$ cat src/rtl/fmap_streamer_if.sv
// Pixel-stream and feature-map RAM read bundle between fmap_streamer (master) and its RAM/sink (slave).
interface fmap_streamer_if #(
    parameter int N      = 8,
    parameter int ADDR_W = 10
) ();
    logic              mem_rd_en;
    logic [ADDR_W-1:0] mem_addr;
    logic [N-1:0]      mem_rdata;
    logic [N-1:0]      dout;
    logic              dout_vld;
    logic              dout_last;
    logic              dout_rdy;

    modport master (
        output mem_rd_en, mem_addr, dout, dout_vld, dout_last,
        input  mem_rdata, dout_rdy
    );

    modport slave (
        input  mem_rd_en, mem_addr, dout, dout_vld, dout_last,
        output mem_rdata, dout_rdy
    );
endinterface

$ cat src/rtl/fmap_streamer.sv
// Streams a stored feature map raster-order, channel after channel, into a conv_unit input port.
// Define FMAP_STREAMER_PAD_EN to insert a PADDING-wide zero border around every channel on the fly.
module fmap_streamer #(
    parameter int N          = 8,
    parameter int INPUT_SIZE = 28,
    parameter int CHANNELS   = 1,
    parameter int PADDING    = 0,
    parameter int ADDR_W     = 10
) (
    input  logic            clk,
    input  logic            rst_n,
    input  logic            start,
    input  logic            abort,
    fmap_streamer_if.master bus,
    output logic            busy,
    output logic            done
);

`ifdef FMAP_STREAMER_PAD_EN
    localparam int PAD = PADDING;
`else
    localparam int PAD = PADDING * 0;
`endif
    localparam int P  = INPUT_SIZE + 2 * PAD;
    localparam int CW = (P > 1) ? $clog2(P) : 1;
    localparam int HW = (CHANNELS > 1) ? $clog2(CHANNELS) : 1;
    localparam logic [CW-1:0] POS_LAST = CW'(P - 1);
    localparam logic [HW-1:0] CH_LAST  = HW'(CHANNELS - 1);

    localparam logic [1:0] S_IDLE  = 2'd0;
    localparam logic [1:0] S_RUN   = 2'd1;
    localparam logic [1:0] S_DRAIN = 2'd2;
    localparam logic [1:0] S_DONE  = 2'd3;

    logic [1:0]        state;
    logic [CW-1:0]     row;
    logic [CW-1:0]     col;
    logic [HW-1:0]     ch;
    logic [ADDR_W-1:0] addr;
    logic              vld_q;
    logic              pad_q;
    logic              last_q;

    logic core;
    logic issue;
    logic px_last;
    logic frame_last;

`ifdef FMAP_STREAMER_PAD_EN
    localparam logic [CW-1:0] CORE_LO = CW'(PAD);
    localparam logic [CW-1:0] CORE_HI = CW'(PAD + INPUT_SIZE - 1);
    assign core = (row >= CORE_LO) && (row <= CORE_HI) && (col >= CORE_LO) && (col <= CORE_HI);
`else
    assign core = 1'b1;
`endif

    assign issue      = (state == S_RUN) && bus.dout_rdy && !abort;
    assign px_last    = (row == POS_LAST) && (col == POS_LAST);
    assign frame_last = px_last && (ch == CH_LAST);

    // The RAM answers one cycle after the read strobe, so the issued pixel's
    // type is registered and merged with mem_rdata on the following cycle.
    always_ff @(posedge clk or negedge rst_n) begin
        if (!rst_n) begin
            state  <= S_IDLE;
            row    <= '0;
            col    <= '0;
            ch     <= '0;
            addr   <= '0;
            vld_q  <= 1'b0;
            pad_q  <= 1'b0;
            last_q <= 1'b0;
        end else if (abort) begin
            state  <= S_IDLE;
            row    <= '0;
            col    <= '0;
            ch     <= '0;
            addr   <= '0;
            vld_q  <= 1'b0;
            pad_q  <= 1'b0;
            last_q <= 1'b0;
        end else begin
            vld_q  <= issue;
            pad_q  <= issue && !core;
            last_q <= issue && px_last;
            case (state)
                S_IDLE: begin
                    if (start) begin
                        state <= S_RUN;
                        row   <= '0;
                        col   <= '0;
                        ch    <= '0;
                        addr  <= '0;
                    end
                end
                S_RUN: begin
                    if (issue) begin
                        if (core) begin
                            addr <= addr + 1'b1;
                        end
                        if (col == POS_LAST) begin
                            col <= '0;
                            if (row == POS_LAST) begin
                                row <= '0;
                                ch  <= (ch == CH_LAST) ? '0 : ch + 1'b1;
                            end else begin
                                row <= row + 1'b1;
                            end
                        end else begin
                            col <= col + 1'b1;
                        end
                        if (frame_last) begin
                            state <= S_DRAIN;
                        end
                    end
                end
                S_DRAIN: state <= S_DONE;
                S_DONE:  state <= S_IDLE;
                default: state <= S_IDLE;
            endcase
        end
    end

    assign bus.mem_rd_en = issue && core;
    assign bus.mem_addr  = addr;
    assign bus.dout_vld  = vld_q && !abort;
    assign bus.dout_last = last_q && !abort;
    assign bus.dout      = (vld_q && !pad_q && !abort) ? bus.mem_rdata : '0;
    assign busy          = (state != S_IDLE) && !abort;
    assign done          = (state == S_DONE) && !abort;

endmodule
$ cat src/flat_wrapper.sv
// flat-port wrapper written by rule: the top's interface ports become plain ports
module fmap_streamer_flat 
#(
    parameter int N          = 8,
    parameter int INPUT_SIZE = 28,
    parameter int CHANNELS   = 1,
    parameter int PADDING    = 0,
    parameter int ADDR_W     = 10
)
  (clk, rst_n, start, abort, busy, done, bus_mem_rd_en, bus_mem_addr, bus_dout, bus_dout_vld, bus_dout_last, bus_mem_rdata, bus_dout_rdy);
  fmap_streamer_if #(.N(N), .ADDR_W(ADDR_W)) bus_i ();
  input  logic clk;
  input  logic rst_n;
  input  logic start;
  input  logic abort;
  output logic busy;
  output logic done;
  output wire logic [$bits(bus_i.mem_rd_en)-1:0] bus_mem_rd_en;
  output wire logic [$bits(bus_i.mem_addr)-1:0] bus_mem_addr;
  output wire logic [$bits(bus_i.dout)-1:0] bus_dout;
  output wire logic [$bits(bus_i.dout_vld)-1:0] bus_dout_vld;
  output wire logic [$bits(bus_i.dout_last)-1:0] bus_dout_last;
  input wire logic [$bits(bus_i.mem_rdata)-1:0] bus_mem_rdata;
  input wire logic [$bits(bus_i.dout_rdy)-1:0] bus_dout_rdy;
  assign bus_mem_rd_en = bus_i.mem_rd_en;
  assign bus_mem_addr = bus_i.mem_addr;
  assign bus_dout = bus_i.dout;
  assign bus_dout_vld = bus_i.dout_vld;
  assign bus_dout_last = bus_i.dout_last;
  assign bus_i.mem_rdata = bus_mem_rdata;
  assign bus_i.dout_rdy = bus_dout_rdy;
  fmap_streamer #(.N(N), .INPUT_SIZE(INPUT_SIZE), .CHANNELS(CHANNELS), .PADDING(PADDING), .ADDR_W(ADDR_W)) u_core (.clk(clk), .rst_n(rst_n), .start(start), .abort(abort), .bus(bus_i), .busy(busy), .done(done));
endmodule
$ cat config.mk
export PLATFORM = sky130hd
export DESIGN_NAME = fmap_streamer_flat
export DESIGN_NICKNAME = d
export VERILOG_FILES = /design/src/rtl/fmap_streamer_if.sv /design/src/rtl/fmap_streamer.sv /design/src/flat_wrapper.sv
export SDC_FILE = /design/constraint.sdc
export NUM_CORES = 1
export LEC_CHECK = 0
export CAP_MARGIN = 0
export CORE_MARGIN = 2
export CORE_UTILIZATION = 48
export DETAILED_ROUTE_END_ITERATION = 12
export HOLD_SLACK_MARGIN = 0.02
export PLACE_DENSITY = 0.75
export SYNTH_ARGS = -nofsm -noshare
export SYNTH_HDL_FRONTEND = slang
export SYNTH_SLANG_ARGS = --single-unit
$ cat constraint.sdc
create_clock -name clk -period 2.4 [get_ports clk]
set_input_delay 0.72 -clock clk [delete_from_list [all_inputs] [get_ports clk]]
set_output_delay 0.72 -clock clk [all_outputs]
set_load 0.1 [all_outputs]
* Word level (Yosys, flattened, before mapping) *
Cells that the tools add are included.
Widths: inputs -> output; s select.

word-level totals
  flip-flop bits (word level) = 25
  bits of input ports = 13
  output and inout bits = 23
  word-level logic and storage cells = 68

operators by class
  add/sub/neg operators = 4
  eq/ne operators = 10
  muxes and demuxes = 29
  bitwise logic cells = 1
  reductions and logical operators = 17

operators by type and width
  cell                   number
  $mux 5                 8
  $mux 10                3
  $pmux 10 s2            1
  $pmux 5 s2             2
  $add 10x1->10 const B  1
  $add 5x1->5 const B    2
  $eq 5x5->1 const B     2
  $logic_and 1x1->1      9
  $ne 3x3->1 const B     3
  $mux 1                 8
  $mux 2                 4
  $mux 8                 1
  $pmux 2 s4             1
  $ne 3x2->1 const B     2
  $reduce_and 3->1       2
  $reduce_and 5->1       1
  $eq 2x2->1 const B     2
  $reduce_and 4->1       1
  $reduce_bool 3->1      1
  $eq 2x1->1 const B     1
  $logic_not 2->1        1
  $pmux 1 s2             1
  $reduce_bool 2->1      1
  $add 1x1->1 const B    1
  2 further kinds        2

* Longest topological paths before layout *
Gate-level depths: netlist of the first run.

  depth in word-level cells = 7
  depth in mapped cells = 8
  mapped depth without buffers = 6

* Least setup slack after synthesis of the first run *
Ideal clock, no wire load.

  path kind = input -> output
  start point = input port abort
  end point = output port bus_dout[0]
  arrival time = 2645 ps
  data required time = 1680 ps
  path slack = -965 ps
  stages = 3
  buffers on the path = 1
  cells stage by stage = nor2b_1 > clkbuf_1 > and2_1

between the ends
  cells in the longest elaborated chain, start to end = 3

RTL lines
  element            RTL line              source
  start, declared    flat_wrapper.sv:15    input logic abort;
  $logic_not 1->1    -
  $logic_and 1x1->1  -
  net bus_dout_vld   flat_wrapper.sv:21    output wire logic [$bits(bus_i.dout_vld)-1:0] bus_dout_vld;
  $mux 8             fmap_streamer.sv:128  assign bus.dout = (vld_q && !pad_q && !abort) ? bus.mem_rdata : '0;
  end, declared      flat_wrapper.sv:20    output wire logic [$bits(bus_i.dout)-1:0] bus_dout;

The timed path passes the listed nets, and every way through them passes these cells.

* Final worst setup path of the first run *
  start point = input port abort
  end point = output port bus_dout[4]

between the ends
  cells in the longest elaborated chain, start to end = 3

RTL lines
  element            RTL line
  $logic_not 1->1    fmap_streamer.sv:128
  $logic_and 1x1->1  fmap_streamer.sv:128
  $mux 8             fmap_streamer.sv:128

No other way between the ends.

==> results of run 1 <==
power breakdown:
part | internal, mW | switching, mW
Clock | 0.0928 | 0.124
Sequential | 0.429 | 0.0273
Combinational | 0.265 | 0.387
path summary, 6_finish.rpt:
path	slack, ns	cells past startpoint	end	from
max in group asynchronous	1.43	2	u_core.col[1]$_DFFE_PN0P_	rst_n
min in group asynchronous	0.73	2	u_core.bus.mem_addr[5]$_DFFE_PN0P_	rst_n
min reg2reg	0.52	1	u_core.col[4]$_DFFE_PN0P_	u_core.col[4]$_DFFE_PN0P_
max reg2reg	0.36	7	u_core.bus.mem_addr[3]$_DFFE_PN0P_	u_core.state[0]$_DFFE_PN0P_
min	0.52	1	u_core.col[4]$_DFFE_PN0P_	u_core.col[4]$_DFFE_PN0P_
max	0.08	5	bus_dout[4]	abort
logic make-up (layout without fill, tap and decap cells):
kind of cell               Yosys count  in the layout  synth area share
xor gates and xnor gates             1              1           0.00617
muxes                                3              3            0.0220
and+or+nand+nor                     68             68             0.295
DFF                                 24             24             0.423
adders and majority gates            6              6            0.0529
buffers and inverters               10             56            0.0370
AOI/OAI and AO/OA                   36             36             0.163
state kept, by name, indices dropped and copies added (netlist names):
name / cells
u_core.row: 5
u_core.vld_q: 1
u_core.col: 5
u_core.bus.mem_addr: 10
u_core.state: 2
u_core.last_q: 1
area by class of cell:
| type | instances | area share |
|---|---|---|
| multi-input combinational | 114 | 0.395 |
| sequential | 24 | 0.294 |
| timing repair buffer | 47 | 0.265 |
| tap | 31 | 0.0190 |
| clock buffer | 4 | 0.0177 |
| inverter | 5 | 0.00918 |
per-layer routing:
metal  track usage  share of wire
met3        0.0571          0.070
met1         0.260           0.42
met2         0.374           0.51
met5             0              0
met4        0.0498         0.0051
cells in the final DEF (no fill, tap or decap), types with 3 or more instances in the layout:
cell type and count:
sky130_fd_sc_hd__o21ai_0 5, sky130_fd_sc_hd__nor2b_2 3, sky130_fd_sc_hd__o21ai_1 7, sky130_fd_sc_hd__nand2b_1 4
sky130_fd_sc_hd__clkdlybuf4s50_1 11, sky130_fd_sc_hd__or3_1 7, sky130_fd_sc_hd__ha_1 5, sky130_fd_sc_hd__nand3_1 8
sky130_fd_sc_hd__nor2_1 4, sky130_fd_sc_hd__dfrtp_1 24, sky130_fd_sc_hd__nand4_1 3, sky130_fd_sc_hd__clkbuf_4 3
sky130_fd_sc_hd__a21oi_1 12, sky130_fd_sc_hd__nand2_1 8, sky130_fd_sc_hd__buf_12 13, sky130_fd_sc_hd__buf_4 21
sky130_fd_sc_hd__or3_2 3, sky130_fd_sc_hd__inv_1 5, sky130_fd_sc_hd__and2_4 8
what timing repair did:
action | in CTS | in global routing
setup endpoints to repair | 13 | 1
resized for setup | 4 | 1
pin swaps | 0 | 0
cloned | 1 | 0
buffers inserted | 0 | 0
per-stage QoR:
step / utilization / total power, mW / hold WS (ns) / area [µm²]
finish: 0.735 / 1.33 / 0.521 / 2040
global placement: 0.715 / 1.08 / 0.483 / 1990
floorplan: - / 0.910 / 0.424 / 1450
global route: 0.735 / 1.40 / 0.534 / 2040
CTS: 0.731 / 1.32 / 0.516 / 2030
detailed placement: 0.715 / 1.10 / 0.498 / 1990
critical path: stages:
cell and delay, ns:
sky130_fd_sc_hd__dlygate4sd2_1 0.27, sky130_fd_sc_hd__nor2b_2 0.14, sky130_fd_sc_hd__buf_2 0.15, sky130_fd_sc_hd__and2_4 0.15
sky130_fd_sc_hd__buf_12 0.16
==> impl_metrics.toml, run 1 <==
[outcome]
run_status = "completed"

[cells_and_area]
sequential_cell_area_um2 = 601
drive_gt1_frac = 0.330
multi_input_gate_area_um2 = 808
finalNetCount = 214
antenna_cells = 0
syn_to_final_growth_pct = 44.1
post_layout_nonfiller_instances = 225
fillerInstances = 208

[grt]
grt_first_pass_wirelength_um = 5600
grt_max_degree = 25
grt_overflow = 0
antenna_found_initial = 0
grtUsageTotal = 0.213
via_count_of_the_first_global_routing_pass = 1290

[timing]
finalHoldViolCount = 0
setup_viol = 0
fin_crit_ns = 2.32
setup_tns_ns = 0
max_freq_ghz = 0.431
setup_repair_after_global_routing_missed_its_margin = "no"
timing_worst_slew_pin_value_ns = 0.523
worst_slack_ns = 0.0785
final.period_utilization = 0.967
max_slew_margin = 0.652
slew_violations = 0
skew_ns = 0.00180

[synth]
synth.cell_area_mm2 = 0.00142
yosys_most_used_dff = "sky130_fd_sc_hd__dfrtp_1"
yosys.cell_count.top_type = "sky130_fd_sc_hd__dfrtp_1"
yosysUniqueCellTypes = 44
synth-edff-count = 0
synth_largest_type_area_fraction = 0.423
synth_largest_area_cell = "sky130_fd_sc_hd__dfrtp_1"
syn-instance-count = 148
sequential_cell_area_fraction_in_the_yosys_report = 0.423
top_cells_by_instance_count_after_synthesis = "sky130_fd_sc_hd__dfrtp_1, sky130_fd_sc_hd__a21oi_1, sky130_fd_sc_hd__and2_1"
synthArstFlopShare = 1.00
ys.warnings.count = 0
ys_ff_latch = 24
synth_fp_nets = 167
syn_avg_cell_area_um2 = 9.59
synthTopCellsByArea = "sky130_fd_sc_hd__dfrtp_1, sky130_fd_sc_hd__ha_1, sky130_fd_sc_hd__a21oi_1, sky130_fd_sc_hd__and2_1, sky130_fd_sc_hd__or3_1"

[route]
post_drt_via_cell_ratio = 5.78
drt-pass1-iter-count = 4
post-route-drc-count = 0
drt_iter0_markers = 37
antenna_left = 0
detail_route.wl_per_cell_um = 14.7
postRouteWirelength_um = 3310
vias = 1301

[floorplan]
effective_utilization_at_floorplan = 0.510
floorplan.core_area_mm2 = 0.00278
die_h_um = 58.4
rows = 19
ioPinCount = 36
dieArea_mm2 = 0.00341
dieWidth_um = 58.4

[place]
place_ws_ns = -0.132
dp.cells = 220
place.detailed.hpwl_um = 2640
buffer_ports.inserted = 35
finalWeightedCongestion = 0.814

[clock_tree]
max-clock-path-buffers = 2
htreeDepth = 1
cts-hold-fix-buffers = 0
worstSkewPairLatency_ns = 0.32
cts_root_buffer = "sky130_fd_sc_hd__clkbuf_4"
cts_made_buffers = 3
clk_slew_on_worst_s_h_paths_ns = 0.13
cts_tree = "done"
clkSinkCount = 24

[setup_path]
timing.critical_path.to_type = "output pin"
crit_type = "in -> out"
timing.critical_path.from_type = "input pin"
crit_required_ns = 1.68
worst_ep_arrival_time_ns = 1.60
crit_fanout = 4

[flow_run]
maxCapViolations = 0

[power_and_ir_drop]
power_density_mw_per_mm2 = 648
worst_ir_drop_vdd_uv = 862
power.static_leakage_nw = 0.886

[hold_path]
hold_path.class = "reg -> reg"
Power figures use the tool's default switching activity.
==> run 2, diff against run 1 <==
==> constraint.sdc (replaced) <==
create_clock -name clk -period 2.3 [get_ports clk]
set_input_delay 0.69 -clock clk [delete_from_list [all_inputs] [get_ports clk]]
set_output_delay 0.69 -clock clk [all_outputs]
set_load 0.1 [all_outputs]
==> run 2 against run 1 <==
Sequential share of layout area down 0.25 points. Clock power is 17% lower. Die area did not move. Sequential cell count unchanged. Critical path type unchanged. Largest power group unchanged. Highest routed layer unchanged.
==> impl_metrics.toml, run 2 (synthesis gave the netlist of run 1 again) <==
[route]
detail_route.wl_per_cell_um = 14.6
postRouteWirelength_um = 3330
post_drt_via_cell_ratio = 5.72
drt_iter0_markers = 44
drt-pass1-iter-count = 4
post-route-drc-count = 0
antenna_left = 0
vias = 1305

[floorplan]
dieWidth_um = 58.4
die_h_um = 58.4
floorplan.core_area_mm2 = 0.00278
effective_utilization_at_floorplan = 0.510
ioPinCount = 36
dieArea_mm2 = 0.00341
rows = 19

[timing]
skew_ns = 0.00218
setup_repair_after_global_routing_missed_its_margin = "yes"
max_freq_ghz = 0.443
max_slew_margin = 0.744
setup_viol = 0
finalHoldViolCount = 0
timing_worst_slew_pin_value_ns = 0.385
slew_violations = 0
fin_worst_hold_slack_ns = 0.514
final.period_utilization = 0.981
fin_crit_ns = 2.26

[cells_and_area]
multi_input_gate_area_um2 = 806
syn_to_final_growth_pct = 45.3
drive_gt1_frac = 0.335
antenna_cells = 0
finish.utilization = 0.741
finalNetCount = 218
flip_flop_count_of_the_largest_register_after_layout = 10
final_common_cell = "sky130_fd_sc_hd__buf_4"
mostFrequentLayoutCells = "sky130_fd_sc_hd__buf_4, sky130_fd_sc_hd__dfrtp_1, sky130_fd_sc_hd__buf_12"
sequential_cell_area_um2 = 601
fillerInstances = 200

[clock_tree]
cts_root_buffer = "sky130_fd_sc_hd__clkbuf_4"
clkSinkCount = 24
cts_made_buffers = 3
cts-hold-fix-buffers = 0
max-clock-path-buffers = 2
worstSkewPairLatency_ns = 0.31
cts_tree = "done"
htreeDepth = 1
clk_slew_on_worst_s_h_paths_ns = 0.12

[grt]
groute.layer.met3.usage = 0.0549
antenna_found_initial = 0
grt_first_pass_wirelength_um = 5780
via_count_of_the_first_global_routing_pass = 1327
use_met2 = 0.380
grt_max_degree = 25
grt_overflow = 0
grtUsageTotal = 0.217
global_route_hottest_layer = "met2"
groute.layer.met1.usage = 0.273

[power_and_ir_drop]
power.static_leakage_nw = 0.897
power_density_mw_per_mm2 = 670
worst_ir_drop_vdd_uv = 813

[hold_path]
hold_path.class = "reg -> reg"

[place]
place.detailed.hpwl_um = 2670
finalWeightedCongestion = 0.846
buffer_ports.inserted = 35

[outcome]
run_status = "completed"

[setup_path]
timing.critical_path.to_type = "output pin"
timing.critical_path.from_type = "input pin"
worst_ep_arrival_time_ns = 1.57
crit_type = "in -> out"
crit_required_ns = 1.61
crit_fanout = 3

[flow_run]
maxCapViolations = 0
-- run 2: metrics by stage --
step	instance area, µm²	setup slack, ns	total power [mW]	cells	setup TNS (ns)
finish	2060	0.0445	1.38	228	0
global route	2060	-0.0240	1.45	228	-0.0240
CTS	2050	0.0315	1.37	227	0
detailed placement	2020	-0.173	1.18	224	-1.85
global placement	2020	-0.150	1.16	224	-1.52
floorplan	1450	-0.0941	0.949	148	-0.281
-- run 2: what timing repair did --
action | 4_1_cts | 5_1_grt
setup endpoints to repair | 13 | 9
buffers inserted | 0 | 1
endpoints found under the hold margin | 0 | 0
resized for setup | 3 | 1
pin swaps | 0 | 0
-- run 2: worst paths after layout --
kind	slack, ns	cells after the start	from	end
min in group asynchronous	0.72	2	rst_n	u_core.bus.mem_addr[3]$_DFFE_PN0P_
hold / removal	0.51	1	u_core.col[4]$_DFFE_PN0P_	u_core.col[4]$_DFFE_PN0P_
hold reg to reg	0.51	1	u_core.col[4]$_DFFE_PN0P_	u_core.col[4]$_DFFE_PN0P_
max in group asynchronous	1.35	2	rst_n	u_core.bus.mem_addr[4]$_DFFE_PN0P_
setup reg to reg	0.29	7	u_core.state[0]$_DFFE_PN0P_	u_core.col[3]$_DFFE_PN0P_
setup / recovery	0.04	3	bus_dout_rdy	bus_mem_rd_en
-- run 2: final cells by class --
| cell class | instances | share of cell area |
|---|---|---|
| multi-input cells | 114 | 0.391 |
| well taps | 31 | 0.0188 |
| repair buffers | 51 | 0.279 |
| inverters | 5 | 0.00910 |
| clock buffers | 3 | 0.0109 |
| flip-flops and latches | 24 | 0.291 |
-- run 2: layer usage --
layer / vias to the layer above / share of wire
met5: - / 0
met4: 0 / 0.0075
met3: 3 / 0.062
met2: 36 / 0.49
met1: 631 / 0.44
li1: 635 / -
-- run 2: power breakdown --
group	internal [mW]	switching (mW)
clock	0.0613	0.120
sequential	0.447	0.0288
combinational	0.308	0.416
-- run 2: critical path, cell delays in order --
cell and delay, ns:
sky130_fd_sc_hd__clkdlybuf4s50_1 0.50, sky130_fd_sc_hd__and2_2 0.19, sky130_fd_sc_hd__buf_12 0.18
